==> src/rtl/fc3_argmax.sv <==
// Streaming argmax over the NCLS class scores of one fc3 frame; reports the winning index.
// Optional macro FC3_ARGMAX_SCORE_EN adds an oScore port carrying the winning score.
module fc3_argmax #(
    parameter int NCLS = 10,
    parameter int DWID = 22,
    parameter int CWID = (NCLS > 1) ? $clog2(NCLS) : 1
) (
    input  logic            clk,
    input  logic            rst_n,
    input  logic            iValid,
    input  logic [DWID-1:0] iData,
    output logic            iReady,
    output logic            oValid,
    output logic [CWID-1:0] oClass,
    input  logic            oReady
`ifdef FC3_ARGMAX_SCORE_EN
    ,
    output logic [DWID-1:0] oScore
`endif
);

    typedef enum logic [1:0] {
        IDLE,
        SCAN,
        DONE
    } state_t;

    localparam logic [CWID-1:0] LAST_IDX = CWID'(NCLS - 1);

    state_t          state;
    logic [CWID-1:0] cnt;
    logic [DWID-1:0] max_r;
    logic [CWID-1:0] idx_r;
    logic            ready_r;
    logic            valid_r;
    logic            accept;

    // Handshake uses only the registered ready, so iValid never reaches iReady.
    assign accept = iValid && ready_r;

    // NOTE: all state below uses non-blocking assignments so every register
    // samples the pre-edge values of its peers, independent of statement order.
    always_ff @(posedge clk) begin
        if (!rst_n) begin
            state   <= IDLE;
            cnt     <= '0;
            max_r   <= '0;
            idx_r   <= '0;
            ready_r <= 1'b1;
            valid_r <= 1'b0;
        end else begin
            case (state)
                IDLE: begin
                    if (accept) begin
                        max_r <= iData;
                        idx_r <= '0;
                        if (NCLS == 1) begin
                            state   <= DONE;
                            cnt     <= '0;
                            ready_r <= 1'b0;
                            valid_r <= 1'b1;
                        end else begin
                            state <= SCAN;
                            cnt   <= CWID'(1);
                        end
                    end
                end
                SCAN: begin
                    if (accept) begin
                        // Strictly-greater compare keeps the lowest index on ties.
                        if (iData > max_r) begin
                            max_r <= iData;
                            idx_r <= cnt;
                        end
                        if (cnt == LAST_IDX) begin
                            state   <= DONE;
                            cnt     <= '0;
                            ready_r <= 1'b0;
                            valid_r <= 1'b1;
                        end else begin
                            cnt <= cnt + CWID'(1);
                        end
                    end
                end
                DONE: begin
                    if (oReady) begin
                        state   <= IDLE;
                        ready_r <= 1'b1;
                        valid_r <= 1'b0;
                    end
                end
                default: begin
                    state   <= IDLE;
                    cnt     <= '0;
                    ready_r <= 1'b1;
                    valid_r <= 1'b0;
                end
            endcase
        end
    end

    assign iReady = ready_r;
    assign oValid = valid_r;
    assign oClass = idx_r;
`ifdef FC3_ARGMAX_SCORE_EN
    assign oScore = max_r;
`endif

endmodule

==> config.mk <==
export PLATFORM = sky130hd
export DESIGN_NAME = fc3_argmax
export DESIGN_NICKNAME = d
export VERILOG_FILES = /design/src/rtl/fc3_argmax.sv
export SDC_FILE = /design/constraint.sdc
export NUM_CORES = 1
export LEC_CHECK = 0
export ABC_AREA = 1
export BUFFER_PORTS_ARGS = -buffer_cell sky130_fd_sc_hd__buf_2
export CORE_AREA = 2 2 124 66
export CTS_BUF_LIST = sky130_fd_sc_hd__clkbuf_16
export CTS_CLUSTER_SIZE = 24
export DETAILED_ROUTE_END_ITERATION = 16
export DIE_AREA = 0 0 126 68
export MAX_ROUTING_LAYER = met4
export PLACE_DENSITY = 0.47
export SLEW_MARGIN = 10
export SYNTH_ARGS = -nofsm -noshare
export SYNTH_HDL_FRONTEND = slang
export SYNTH_SLANG_ARGS = --single-unit
==> constraint.sdc <==
create_clock -name clk -period 1.8 [get_ports clk]
set_input_delay 0.09 -clock clk [delete_from_list [all_inputs] [get_ports clk]]
set_output_delay 0.09 -clock clk [all_outputs]
set_load 0.01 [all_outputs]
After elaboration in Yosys (flattened, before gate mapping)
Index checks and enable logic that the tools add are counted.
{ "classes": {"add_sub_neg": 1, "n_mul": 0, "n_div": 0, "order_cmp": 1, "eq_ne": 8, "shift": 0, "n_mux": 25, "n_bitwise": 2, "n_reduce_logical": 7} }
{ "ops": {"columns": ["operator", "n"], "rows": [
  ["22-bit two-way mux", 3],
  ["22-bit case mux with 2 select lines", 1],
  ["4-bit two-way mux", 6],
  ["22-bit > comparator", 1],
  ["4-bit case mux with 3 select lines", 1],
  ["4-bit AND reduction", 3],
  ["2-bit inequality test, second input constant", 5],
  ["2-bit two-way mux", 4],
  ["4-bit case mux with 2 select lines", 1],
  ["1-bit two-way mux", 6],
  ["1-bit case mux with 3 select lines", 2],
  ["2-bit case mux with 3 select lines", 1],
  ["4-bit by 1-bit adder with 4-bit output, second input constant", 1],
  ["4-bit == test, second input constant", 1],
  ["3-bit AND reduction", 1],
  ["2-bit by 1-bit == test with 1-bit output, second input constant", 1],
  ["2-bit == test, second input constant", 1],
  ["2-bit logical NOT", 1],
  ["1-bit inverter", 2],
  ["2-bit nonzero test", 1],
  ["1-bit logical AND", 1]
]} }
{ "word_totals": {"regBits": 34, "latchBits": 0, "ramBits": 0, "rom_bits": 0, "inputBits": 26, "output_inout_bits": 6, "word_cells": 50, "n_memories": 0} }

Depth between registers and ports, before layout
{ "logic_depth": {"depth_word": 4, "depth_mapped": 16, "mapped_depth_nobuf": 15} }

Least setup slack after synthesis
No wires, ideal clock.
{ "synth_path": {"path_kind": "flip-flop to flip-flop", "start": "reg max_r[21]", "end": "reg max_r[3]", "setup_ns": 0.115, "t_arrival_ns": 1.566, "t_required_ns": 1.685, "setup_slack_ns": 0.119, "path_stages_with_launch": 15, "n_path_buf": 1, "synth_period_minus_slack_ns": 1.681, "cell_sequence": "dfxtp_1 inv_1 ha_1 nand2_2 nor2_4 nand3_2 nor2_2 nand2_1 nand3_1 nand2_2 nand2_4 buf_6 nand3_1 nand2_1 nor2_1"} }
{ "synth_via": {"elab_chain_len": 3} }
{ "synth_lines": {"columns": ["element", "line", "text"], "rows": [
  ["from (decl)", "32", "logic [DWID-1:0] max_r;"],
  ["from (signal assigned)", "55", "max_r <= iData;"],
  ["from (signal assigned)", "72", "max_r <= iData;"],
  ["22-bit > comparator", "71", "if (iData > max_r) begin"],
  ["2-bit inequality test (no source line)", null, null],
  ["4-bit AND reduction (no source line)", null, null]
]} }
Every way passes these cells.
A chain may end at the register's enable or synchronous reset.

Worst setup path after layout
{ "layout_path": {"start": "reg max_r[5]", "end": "reg max_r[18]"} }
Same word-level chain as after synthesis.

==> flow_summary.ini <==
[logic_synthesis]
yosysTopAreaCell = dfxtp_1
yosys-top-cells-area = dfxtp_1 (31%), ha_1 (14%), nand2_1 (11%)
synth_top_area_frac = 0.310
synth.net_count = 381
ys_types = 25
ys_warn_count = 0
syn-cell-area_sq_um = 2190
syn_area_per_cell_sq_um = 6.63
syn_inst = 331
seq_area_frac_synth = 0.310
yosys_register_bits = 34

[sta]
setup_tns_ps = -1020
min_period_ps = 1870
max_freq_mhz = 535
finalSetupViolCount = 26
period_share = 1.04
worst_pin_slew_ps = 334
layout_setup_ws_ps = -69.7
clock_skew_ps = 4.83
rsz0062_at_grt = true
hold_viol = 0
relSlewSlack = 0.777
report.final.slew_viol_count = 0

[power_and_ir_drop]
irDropWorstVdd_uv = 407
p_per_area_nw_per_um2 = 964
p_leak_nw = 1.48
p_total_mw = 2.96

[clock_tree]
cts_tree = yes
cts_buffers = 5
clkTransAtPathRegs_ps = 50
clk_latency_ps = 280
cts.htree.levels = 2
postCtsHoldBufs = 0
cts_root_buf = clkbuf_16
cts.sinks = 34
clockBufferDepth = 2

[place]
place_inst = 458
routabilityCongestion = 0.725
hpwl_um = 3750
dp_slack_ps = -96.5
numPortBuffers = 31
placed_cell_area_sq_um = 2490

[critical_path]
path_common_cell = nor2_1
cpMaxStageDelayCell = dfxtp_1
crit_end = max_r[18]
path_cells = inv_1 -> ha_4 -> nand2_1 -> nor2_1 -> and3_4 -> a21oi_2 -> nand2_4 -> nand2_8 -> buf_16 -> a21oi_1 -> nor2_1
worstSetupPathType = flip-flop to flip-flop
path_max_fanout = 11
reg2reg_slack_ps = -70
crit_arrival_ps = 2040
reg2reg_from = max_r[5]
cp.required_ps = 1970
max_stage_delay_ps = 320
critPathLaunchType = flip-flop
cp-end-kind = flip-flop
reg2reg_depth = 11
reg2reg_to = max_r[18]
cp-startpoint = max_r[5]

[layout]
syn_to_final_growth_pct = 39.8
fin_cells = 471
fin_area_sq_um = 3070
n_antenna_cell = 0
drive_gt1_frac = 0.323
final_nets = 421

[route]
drt_iter0_drc = 116
vias = 2063
wl_um = 5680
wire_per_inst_um = 12.1
viasPerCell = 4.38
drc = 0
first_pass_iters = 4
antenna_left = 0

[global_routing]
grt_max_degree = 40
grt_pass1_vias = 1840
grt_pass1_wl_um = 9020
antenna_found_initial = 0
grt_usage = 0.140
overflow = 0

[worst_hold_path]
hold_path_class = input pin to flip-flop

[floorplanning]
fp-row-count = 23
start_util = 0.289
die_w_um = 126
die_h_um = 68
die_area_sq_um = 8570
ioPinCount = 32
coreArea_sq_um = 7600

[job]
drv_cap = 0

[outcome]
violations = negative setup slack
outcome = finished, violations left
-- logic make-up (layout without fill, tap and decap cells) --
group | count (synthesis) | after routing | share of synthesized area
xor+xnor | 1 | 1 | 0.00399
buf+inv | 78 | 117 | 0.152
simple gates | 150 | 151 | 0.293
fa+ha+maj | 24 | 24 | 0.137
compound gates | 44 | 44 | 0.104
flops | 34 | 34 | 0.310
-- metal layers --
metal / GRT usage / up-vias / share of wire
met1: 0.195 / 913 / 0.54
met2: 0.196 / 33 / 0.39
met5: - / - / 0
met4: 0.0371 / 0 / 0.0086
li1: - / 1111 / -
met3: 0.0399 / 6 / 0.062
-- through the flow --
step,hold slack [ps],utilization
after floorplan,265,-
after global placement,384,0.328
after detailed placement,379,0.328
after CTS,85.8,0.366
after global routing,98.0,0.404
final,92.1,0.404
-- how the worst min path moves through the flow --
stage | to | startpoint | cells past startpoint
2_1_floorplan | state[1] | oReady | 3
3_3_place_gp | state[1] | oReady | 4
3_5_place_dp | state[1] | oReady | 4
4_1_cts | state[1] | oReady | 4
5_1_grt | state[1] | oReady | 4
6_report | state[1] | oReady | 4
-- state kept, by name, indices dropped and copies added, names as in the netlist --
| name | cells |
|---|---|
| iReady | 1 |
| oValid | 1 |
| state | 2 |
| oClass | 4 |
| max_r | 22 |
| cnt | 4 |
-- placed cells by master (no fill, tap or decap), drive strengths merged --
| cell type | Yosys | final |
|---|---|---|
| nand3 | 33 | 33 |
| o21bai | 1 | 1 |
| nor2 | 42 | 42 |
| nor3b | 1 | 1 |
| a21oi | 36 | 36 |
| ha | 24 | 24 |
| dfxtp | 34 | 34 |
| and3 | 1 | 1 |
| a21o | 1 | 1 |
| o21ai | 5 | 5 |
| clkbuf | 2 | 7 |
| inv | 65 | 67 |
| xnor2 | 1 | 1 |
| nor3 | 4 | 4 |
| a211oi | 1 | 1 |
| nand2 | 69 | 70 |
| buf | 11 | 43 |
-- where the power goes --
| part | leakage, nW | switching, mW | internal, mW |
|---|---|---|---|
| sequential | 0.285 | 0.0735 | 0.877 |
| combinational | 1.12 | 0.657 | 0.545 |
| clock | 0.0723 | 0.309 | 0.494 |
-- critical path, delay by kind of cell, from the launching register on --
family / cells / cell delay [ps]
AOI/OAI and AO/OA: 2 / 200
adders and majority gates: 1 / 280
buffers and inverters: 2 / 240
DFF: 1 / 320
and+or+nand+nor: 6 / 700
-- cell type report --
type / instances / area (sq um)
fill: 826 / 4530
multi-input combinational: 220 / 1510
sequential: 34 / 696
timing repair buffer: 45 / 364
inverter: 65 / 244
clock buffer: 5 / 125
tap: 100 / 125
clock inverter: 2 / 7.51
-- synth_stat cells, drive strengths merged --
cell type and n:
xnor2 1, o21bai 1, nor2 42, nand2 69
buf 11, ha 24, nand3 33, a211oi 1
a21oi 36, nor3 4, and3 1, clkbuf 2
nor3b 1, dfxtp 34, a21o 1, inv 65
o21ai 5
-- what timing repair did --
item / in CTS / in global routing
setup endpoints to repair: 26 / 26
pin swaps: 15 / 17
buffers inserted: 1 / 1
resized for setup: 28 / 48
endpoints found under the hold margin: 0 / 0
gates cloned: 1 / 4
Power figures use the tool's default switching activity.
